### config.mk
export PLATFORM = sky130hd
export DESIGN_NAME = dmac_wr_order_flat
export DESIGN_NICKNAME = d
export VERILOG_FILES = /design/src/rtl/dmac_pkg.sv /design/src/rtl/dmac_wr_order_if.sv /design/src/rtl/dmac_sync_fifo.sv /design/src/rtl/dmac_wr_order.sv /design/src/flat_wrapper.sv
export SDC_FILE = /design/constraint.sdc
export NUM_CORES = 1
export LEC_CHECK = 0
export BUFFER_PORTS_ARGS = -buffer_cell sky130_fd_sc_hd__buf_2
export CAP_MARGIN = 10
export CELL_PAD_IN_SITES_DETAIL_PLACEMENT = 1
export CELL_PAD_IN_SITES_GLOBAL_PLACEMENT = 1
export CORE_MARGIN = 2
export CORE_UTILIZATION = 28
export CTS_BUF_LIST = sky130_fd_sc_hd__clkbuf_4
export DETAILED_ROUTE_END_ITERATION = 8
export PLACE_DENSITY_LB_ADDON = 0.1
export SYNTH_ARGS = -nofsm -noshare
export SYNTH_HDL_FRONTEND = slang
export SYNTH_SLANG_ARGS = --single-unit
### constraint.sdc
create_clock -name clk -period 3.8 [get_ports clk]
set_input_delay 0.38 -clock clk [delete_from_list [all_inputs] [get_ports clk]]
set_output_delay 0.38 -clock clk [all_outputs]
set_load 0.01 [all_outputs]
### src/rtl/dmac_pkg.sv
// Shared AXI field widths and the write-order queue entry for the DMA controller.
package dmac_pkg;

    localparam int unsigned IdWidth    = 4;
    localparam int unsigned AddrWidth  = 32;
    localparam int unsigned LenWidth   = 4;
    localparam int unsigned SizeWidth  = 3;
    localparam int unsigned BurstWidth = 2;
    localparam int unsigned DataWidth  = 32;
    localparam int unsigned StrbWidth  = 4;

    typedef struct packed {
        logic [IdWidth-1:0]  id;
        logic [LenWidth-1:0] len;
    } ord_entry_t;

endpackage

### src/rtl/dmac_wr_order_if.sv
// AW and W channel bundle around the write-order block: upstream AW, per-channel W, AXI slave side.
interface dmac_wr_order_if #(
    parameter int unsigned N_CH = 4
) ();
    import dmac_pkg::*;

    logic [IdWidth-1:0]      s_awid;
    logic [AddrWidth-1:0]    s_awaddr;
    logic [LenWidth-1:0]     s_awlen;
    logic [SizeWidth-1:0]    s_awsize;
    logic [BurstWidth-1:0]   s_awburst;
    logic                    s_awvalid;
    logic                    s_awready;

    logic [IdWidth-1:0]      m_awid;
    logic [AddrWidth-1:0]    m_awaddr;
    logic [LenWidth-1:0]     m_awlen;
    logic [SizeWidth-1:0]    m_awsize;
    logic [BurstWidth-1:0]   m_awburst;
    logic                    m_awvalid;
    logic                    m_awready;

    logic [N_CH-1:0]           ch_wvalid;
    logic [N_CH-1:0]           ch_wready;
    logic [DataWidth*N_CH-1:0] ch_wdata;
    logic [StrbWidth*N_CH-1:0] ch_wstrb;
    logic [N_CH-1:0]           ch_wlast;

    logic [IdWidth-1:0]      m_wid;
    logic [DataWidth-1:0]    m_wdata;
    logic [StrbWidth-1:0]    m_wstrb;
    logic                    m_wlast;
    logic                    m_wvalid;
    logic                    m_wready;

    // Seen from the ordering block.
    modport slave (
        input  s_awid, s_awaddr, s_awlen, s_awsize, s_awburst, s_awvalid,
        output s_awready,
        output m_awid, m_awaddr, m_awlen, m_awsize, m_awburst, m_awvalid,
        input  m_awready,
        input  ch_wvalid, ch_wdata, ch_wstrb, ch_wlast,
        output ch_wready,
        output m_wid, m_wdata, m_wstrb, m_wlast, m_wvalid,
        input  m_wready
    );

    modport master (
        output s_awid, s_awaddr, s_awlen, s_awsize, s_awburst, s_awvalid,
        input  s_awready,
        input  m_awid, m_awaddr, m_awlen, m_awsize, m_awburst, m_awvalid,
        output m_awready,
        output ch_wvalid, ch_wdata, ch_wstrb, ch_wlast,
        input  ch_wready,
        input  m_wid, m_wdata, m_wstrb, m_wlast, m_wvalid,
        output m_wready
    );

endinterface

### src/rtl/dmac_sync_fifo.sv
// Single-clock FIFO with a registered occupancy count; flags depend on the count alone.
module dmac_sync_fifo #(
    parameter int unsigned Width = 8,
    parameter int unsigned Depth = 4
) (
    input  logic             clk,
    input  logic             rst,
    input  logic             push,
    input  logic [Width-1:0] wdata,
    input  logic             pop,
    output logic [Width-1:0] rdata,
    output logic             full,
    output logic             empty
);

    localparam int unsigned PtrW = $clog2(Depth);
    localparam int unsigned CntW = PtrW + 1;

    logic [Width-1:0] mem_q [Depth];
    logic [PtrW-1:0]  wptr_q, rptr_q;
    logic [CntW-1:0]  cnt_q;
    logic             do_push, do_pop;

    assign full    = (cnt_q == CntW'(Depth));
    assign empty   = (cnt_q == '0);
    assign do_push = push & ~full;
    assign do_pop  = pop & ~empty;

    // Depth is a power of two, so pointer overflow is the modulo wrap.
    always_ff @(posedge clk or posedge rst) begin
        if (rst) begin
            wptr_q <= '0;
            rptr_q <= '0;
            cnt_q  <= '0;
        end else begin
            if (do_push) wptr_q <= wptr_q + PtrW'(1);
            if (do_pop)  rptr_q <= rptr_q + PtrW'(1);
            cnt_q <= cnt_q + CntW'(do_push) - CntW'(do_pop);
        end
    end

    always_ff @(posedge clk) begin
        if (do_push) mem_q[wptr_q] <= wdata;
    end

    assign rdata = mem_q[rptr_q];

endmodule

### src/rtl/dmac_wr_order.sv
// Passes AW through and steers per-channel W beats to the AXI slave in AW issue order,
// flagging burst-length mismatches and out-of-range ids.
module dmac_wr_order
    import dmac_pkg::*;
#(
    parameter int unsigned N_CH  = 4,
    parameter int unsigned DEPTH = 4
) (
    input  logic           clk,
    input  logic           rst,
    dmac_wr_order_if.slave bus,
    input  logic           err_clr_i,
    output logic           err_o
);

    ord_entry_t          push_entry, head;
    logic                full, empty, push, pop;
    logic                head_ok, bad_id, w_hs, bad_beat;
    logic [LenWidth-1:0] beat_cnt_q;
    logic                err_q;

    assign bus.m_awid    = bus.s_awid;
    assign bus.m_awaddr  = bus.s_awaddr;
    assign bus.m_awlen   = bus.s_awlen;
    assign bus.m_awsize  = bus.s_awsize;
    assign bus.m_awburst = bus.s_awburst;
    assign bus.m_awvalid = bus.s_awvalid & ~full & ~rst;
    assign bus.s_awready = bus.m_awready & ~full;

    assign push       = bus.s_awvalid & bus.m_awready & ~full & ~rst;
    assign push_entry = '{id: bus.s_awid, len: bus.s_awlen};

    dmac_sync_fifo #(
        .Width ($bits(ord_entry_t)),
        .Depth (DEPTH)
    ) u_fifo (
        .clk   (clk),
        .rst   (rst),
        .push  (push),
        .wdata (push_entry),
        .pop   (pop),
        .rdata (head),
        .full  (full),
        .empty (empty)
    );

    assign head_ok = ~empty & (32'(head.id) < N_CH);
    assign bad_id  = ~empty & ~head_ok;

    always_comb begin
        bus.m_wvalid  = 1'b0;
        bus.m_wdata   = '0;
        bus.m_wstrb   = '0;
        bus.m_wlast   = 1'b0;
        bus.ch_wready = '0;
        for (int unsigned c = 0; c < N_CH; c++) begin
            if (head_ok && head.id == IdWidth'(c)) begin
                bus.m_wvalid     = bus.ch_wvalid[c];
                bus.m_wdata      = bus.ch_wdata[c*DataWidth +: DataWidth];
                bus.m_wstrb      = bus.ch_wstrb[c*StrbWidth +: StrbWidth];
                bus.m_wlast      = bus.ch_wlast[c];
                bus.ch_wready[c] = bus.m_wready;
            end
        end
    end

    assign bus.m_wid = head.id;

    assign w_hs     = bus.m_wvalid & bus.m_wready;
    assign bad_beat = w_hs & (bus.m_wlast ? (beat_cnt_q != head.len) : (beat_cnt_q == head.len));
    // An out-of-range head is dropped without consuming a beat.
    assign pop      = bad_id | (w_hs & bus.m_wlast);

    always_ff @(posedge clk or posedge rst) begin
        if (rst) begin
            beat_cnt_q <= '0;
            err_q      <= 1'b0;
        end else begin
            if (pop)       beat_cnt_q <= '0;
            else if (w_hs) beat_cnt_q <= beat_cnt_q + LenWidth'(1);

            if (bad_beat || bad_id) err_q <= 1'b1;
            else if (err_clr_i)     err_q <= 1'b0;
        end
    end

    assign err_o = err_q;

endmodule

### src/flat_wrapper.sv
// flat-port wrapper written by rule: the top's interface ports become plain ports
module dmac_wr_order_flat import dmac_pkg::*;
#(
    parameter int unsigned N_CH  = 4,
    parameter int unsigned DEPTH = 4
)
  (clk, rst, err_clr_i, err_o, bus_s_awid, bus_s_awaddr, bus_s_awlen, bus_s_awsize, bus_s_awburst, bus_s_awvalid, bus_s_awready, bus_m_awid, bus_m_awaddr, bus_m_awlen, bus_m_awsize, bus_m_awburst, bus_m_awvalid, bus_m_awready, bus_ch_wvalid, bus_ch_wdata, bus_ch_wstrb, bus_ch_wlast, bus_ch_wready, bus_m_wid, bus_m_wdata, bus_m_wstrb, bus_m_wlast, bus_m_wvalid, bus_m_wready);
  dmac_wr_order_if #(.N_CH(N_CH)) bus_i ();
  input  logic clk;
  input  logic rst;
  input  logic err_clr_i;
  output logic err_o;
  input wire logic [$bits(bus_i.s_awid)-1:0] bus_s_awid;
  input wire logic [$bits(bus_i.s_awaddr)-1:0] bus_s_awaddr;
  input wire logic [$bits(bus_i.s_awlen)-1:0] bus_s_awlen;
  input wire logic [$bits(bus_i.s_awsize)-1:0] bus_s_awsize;
  input wire logic [$bits(bus_i.s_awburst)-1:0] bus_s_awburst;
  input wire logic [$bits(bus_i.s_awvalid)-1:0] bus_s_awvalid;
  output wire logic [$bits(bus_i.s_awready)-1:0] bus_s_awready;
  output wire logic [$bits(bus_i.m_awid)-1:0] bus_m_awid;
  output wire logic [$bits(bus_i.m_awaddr)-1:0] bus_m_awaddr;
  output wire logic [$bits(bus_i.m_awlen)-1:0] bus_m_awlen;
  output wire logic [$bits(bus_i.m_awsize)-1:0] bus_m_awsize;
  output wire logic [$bits(bus_i.m_awburst)-1:0] bus_m_awburst;
  output wire logic [$bits(bus_i.m_awvalid)-1:0] bus_m_awvalid;
  input wire logic [$bits(bus_i.m_awready)-1:0] bus_m_awready;
  input wire logic [$bits(bus_i.ch_wvalid)-1:0] bus_ch_wvalid;
  input wire logic [$bits(bus_i.ch_wdata)-1:0] bus_ch_wdata;
  input wire logic [$bits(bus_i.ch_wstrb)-1:0] bus_ch_wstrb;
  input wire logic [$bits(bus_i.ch_wlast)-1:0] bus_ch_wlast;
  output wire logic [$bits(bus_i.ch_wready)-1:0] bus_ch_wready;
  output wire logic [$bits(bus_i.m_wid)-1:0] bus_m_wid;
  output wire logic [$bits(bus_i.m_wdata)-1:0] bus_m_wdata;
  output wire logic [$bits(bus_i.m_wstrb)-1:0] bus_m_wstrb;
  output wire logic [$bits(bus_i.m_wlast)-1:0] bus_m_wlast;
  output wire logic [$bits(bus_i.m_wvalid)-1:0] bus_m_wvalid;
  input wire logic [$bits(bus_i.m_wready)-1:0] bus_m_wready;
  assign bus_i.s_awid = bus_s_awid;
  assign bus_i.s_awaddr = bus_s_awaddr;
  assign bus_i.s_awlen = bus_s_awlen;
  assign bus_i.s_awsize = bus_s_awsize;
  assign bus_i.s_awburst = bus_s_awburst;
  assign bus_i.s_awvalid = bus_s_awvalid;
  assign bus_s_awready = bus_i.s_awready;
  assign bus_m_awid = bus_i.m_awid;
  assign bus_m_awaddr = bus_i.m_awaddr;
  assign bus_m_awlen = bus_i.m_awlen;
  assign bus_m_awsize = bus_i.m_awsize;
  assign bus_m_awburst = bus_i.m_awburst;
  assign bus_m_awvalid = bus_i.m_awvalid;
  assign bus_i.m_awready = bus_m_awready;
  assign bus_i.ch_wvalid = bus_ch_wvalid;
  assign bus_i.ch_wdata = bus_ch_wdata;
  assign bus_i.ch_wstrb = bus_ch_wstrb;
  assign bus_i.ch_wlast = bus_ch_wlast;
  assign bus_ch_wready = bus_i.ch_wready;
  assign bus_m_wid = bus_i.m_wid;
  assign bus_m_wdata = bus_i.m_wdata;
  assign bus_m_wstrb = bus_i.m_wstrb;
  assign bus_m_wlast = bus_i.m_wlast;
  assign bus_m_wvalid = bus_i.m_wvalid;
  assign bus_i.m_wready = bus_m_wready;
  dmac_wr_order #(.N_CH(N_CH), .DEPTH(DEPTH)) u_core (.clk(clk), .rst(rst), .bus(bus_i), .err_clr_i(err_clr_i), .err_o(err_o));
endmodule
==> reports/metrics.csv <==
stage;metric;value;unit
outcome;status;finished clean;
critical_path;reg2regPathDepth;13;
placed_design;placedInstanceArea;4450;µm²
power_and_ir_drop;p_leak;0.00208;µW
die;start_util;0.289;
hold_path;hold_start;bus_s_awlen[3];
critical_path;startpoint_type;register;
clock_network;cts_tree;yes;
synthesis;syn_avg_cell_area;13.1;µm²
power_and_ir_drop;seq_power_share;0.228;
synthesis;yosysWarnings;0;
drt;detail-route-antenna-nets;0;
critical_path;cp.arrival;2.96;ns
drt;wl_met2;6160;µm
power_and_ir_drop;p_int;1680;µW
critical_path;cp_max_fo;37;
critical_path;path_cells;buf_4 -> mux4_2 -> buf_4 -> mux4_2 -> nor2b_1 -> buf_2;
layout;antennaDiodeCount;0;
die;fp.dieW;116;µm
global_routing;grt_max_degree;38;
placed_design;pre_cts_ws;0.447;ns
clock_network;post_cts_resize_count;0;
critical_path;crit_required;3.42;ns
power_and_ir_drop;p_sw_frac;0.407;
sta;period_needed;3.34;ns
clock_network;cts_buffers;5;
global_routing;grt_overflow;0;
drt;viasPerCell;4.63;
drt;highest_layer;met4;
synthesis;synthFlopType;edfxtp_1;
global_routing;grt_pass1_wl;17500;µm
placed_design;dp_hpwl;11000;µm
drt;first_pass_iters;4;
die;die_h;116;µm
clock_network;clk_pin_slew;0.13;ns
global_routing;antenna_found_initial;0;
die;row_count;40;
placed_design;gp_congestion;0.761;
hold_path;hold_path_end;u_core.u_fifo.mem_q[2][3];
layout;drive_above_1_share;0.643;
power_and_ir_drop;pwr-share-clk;0.102;
sta;rsz0062_at_grt;false;
hold_path;min_path_cells;1;
power_and_ir_drop;ir_drop;263;µV
global_routing;track_usage;0.177;
die;fp.coreArea;12100;µm²
synthesis;ys_ff_latch;44;
critical_path;path_class;register to output port;
critical_path;critical_path.startpoint;u_core.u_fifo.rptr_q[0];
drt;drt_iter0_markers;174;
synthesis;synthesis.area;3490;µm²
critical_path;r2r_end;u_core.u_fifo.cnt_q[2];
drt;routed_wl;12900;µm
die;dieArea;13400;µm²
clock_network;root_buffer;clkbuf_4;
clock_network;clk_latency;0.35;ns
layout;design_area;4540;µm²
sta;fin_tns_setup;0;ns
critical_path;critPathMaxStageDelay;0.60;ns
clock_network;numClockSinks;44;
sta;max_slew.worst_pin.slew;0.703;ns
layout;nets;656;
sta;fin_crit_sh;0.879;
critical_path;cpMaxStageDelayCell;buf_4;
power_and_ir_drop;powerDensity;625;nW/µm²
clock_network;cts_hold_buf;1;
sta;slew_headroom;0.532;
drt;wl_per_cell;21.0;µm
drt;post-route-drc-count;0;
sta;finClkSkew;0.0117;ns
critical_path;endpoint_kind;output port;
clock_network;cts_max_level;2;
synthesis;synth_cell_types;40;
sta;fin_ws;0.459;ns
hold_path;hp-class;primary input to register;
clock_network;clock_path_buffers;2;
drt;vias;2845;
critical_path;r2r_slack;0.47;ns
die;pin_count;297;
global_routing;grt_pass1_vias;3025;
layout;syn_to_final_growth;30.3;%
synthesis;synth_edf_count;32;
drt;wl_met1;4940;µm
sta;hold_violations;0;
sta;timing.fmax;0.299;GHz
synthesis;syn_nets;478;
drt;wl_met3;1710;µm
clock_network;cts_setup_buffers;0;
power_and_ir_drop;combPwrFrac;0.669;
sta;slew_violations;0;
sta;setup_violations;0;
synthesis;ys_seq_area_frac;0.362;
job;maxCapViolations;0;
synthesis;postSynth.asyncResetShare;0.273;
placed_design;io_buffers;222;
critical_path;reg2reg_from;u_core.u_fifo.rptr_q[1];
synthesis;synthCells;267;
power_and_ir_drop;p_switching;1160;µW
[power groups by stage]
stage / clock (µW) / sequential, µW / combinational, µW
2_1_floorplan: 0 / 638 / 1420
3_3_place_gp: 0 / 659 / 1930
3_5_place_dp: 0 / 661 / 1940
4_1_cts: 300 / 650 / 1950
5_1_grt: 315 / 660 / 2080
6_report: 291 / 648 / 1900
[how the worst max path moves through the flow]
stage | end | slack [ns] | cells after the start
floorplan | u_core.u_fifo.cnt_q[2] | 0.59 | 12
global placement | u_core.u_fifo.cnt_q[2] | 0.52 | 11
detailed placement | u_core.u_fifo.cnt_q[2] | 0.45 | 13
CTS | bus_m_wdata[3] | 0.36 | 6
global route | u_core.u_fifo.cnt_q[2] | 0.21 | 13
finish | bus_m_wdata[3] | 0.46 | 6
[cell type report]
class	count	area, µm²
Timing Repair Buffer	231	1180
Multi-Input combinational cell	153	1770
Inverter	10	37.5
Fill cell	1371	7520
Tap cell	168	210
Clock inverter	3	42.5
Clock buffer	5	37.5
Sequential cell	44	1260
[worst max-delay path, delay by kind of cell (launching register included)]
kind | cells | cell delay (ns)
buf+inv | 3 | 0.99
flops | 1 | 0.43
mux | 2 | 1.00
simple gates | 1 | 0.18
[cells in the mapped netlist (3+ instances only)]
cell type   n  area share
inv_1       9      0.0097
edfxtp_1   32        0.28
ha_1        7       0.025
and3_1      3      0.0054
nor3_1      6      0.0086
buf_2       5      0.0072
dfrtp_1    12       0.086
mux2i_1     7       0.020
clkbuf_1    5      0.0054
buf_4      47        0.10
nand2_1     4      0.0043
and2_1      4      0.0072
xnor2_1     8       0.020
o21ai_0     3      0.0043
nor2b_1    38       0.068
xor2_1      4       0.010
mux4_2     41        0.26
nor2_1      4      0.0043
[sequential cells by signal, summed over array words and instances (netlist names)]
register	cells
u_core.u_fifo.wptr_q	2
u_core.beat_cnt_q	4
u_core.u_fifo.rptr_q	2
u_core.err_o	1
u_core.u_fifo.cnt_q	3
u_core.u_fifo.mem_q	32
[layer usage]
| layer | up-vias | global-route usage |
|---|---|---|
| met3 | 6 | 0.0921 |
| met5 | - | 0.0222 |
| met2 | 152 | 0.296 |
| li1 | 1299 | - |
| met1 | 1388 | 0.207 |
| met4 | 0 | 0.0262 |
[per-stage QoR]
stage | utilization | std cells | total power [µW] | hold slack [ns]
final | 0.377 | 614 | 2840 | 0.247
after CTS | 0.377 | 614 | 2900 | 0.233
after global routing | 0.377 | 614 | 3060 | 0.231
after floorplan | - | 267 | 2060 | 0.258
after global placement | 0.369 | 605 | 2590 | 0.389
after detailed placement | 0.369 | 605 | 2600 | 0.387
[cell families after synthesis]
kind of cell | after synthesis | share of synthesized area
AO/OA/AOI/OAI | 14 | 0.0301
XOR/XNOR | 12 | 0.0301
flip-flops | 44 | 0.362
AND/OR/NAND/NOR | 68 | 0.119
multiplexers | 51 | 0.299
adder cells (fa/ha/maj) | 8 | 0.0308
buffers and inverters | 70 | 0.130
[cell usage in the layout, fill, tap and decap left out, types with 2 or more instances in the layout]
master    instances
buf_2           222
mux4_2           41
nor2b_1          38
edfxtp_1         32
dfrtp_1          12
inv_1             9
xnor2_1           8
buf_4             8
mux2i_1           7
ha_1              7
nor3_1            6
clkbuf_4          5
nand2_1           4
nor2_1            4
xor2_1            4
and2_1            4
and3_1            3
o21ai_0           3
mux2_2            2
o211ai_1          2
a21oi_1           2
nor3b_1           2
a32o_1            2
Power figures use the tool's default switching activity.
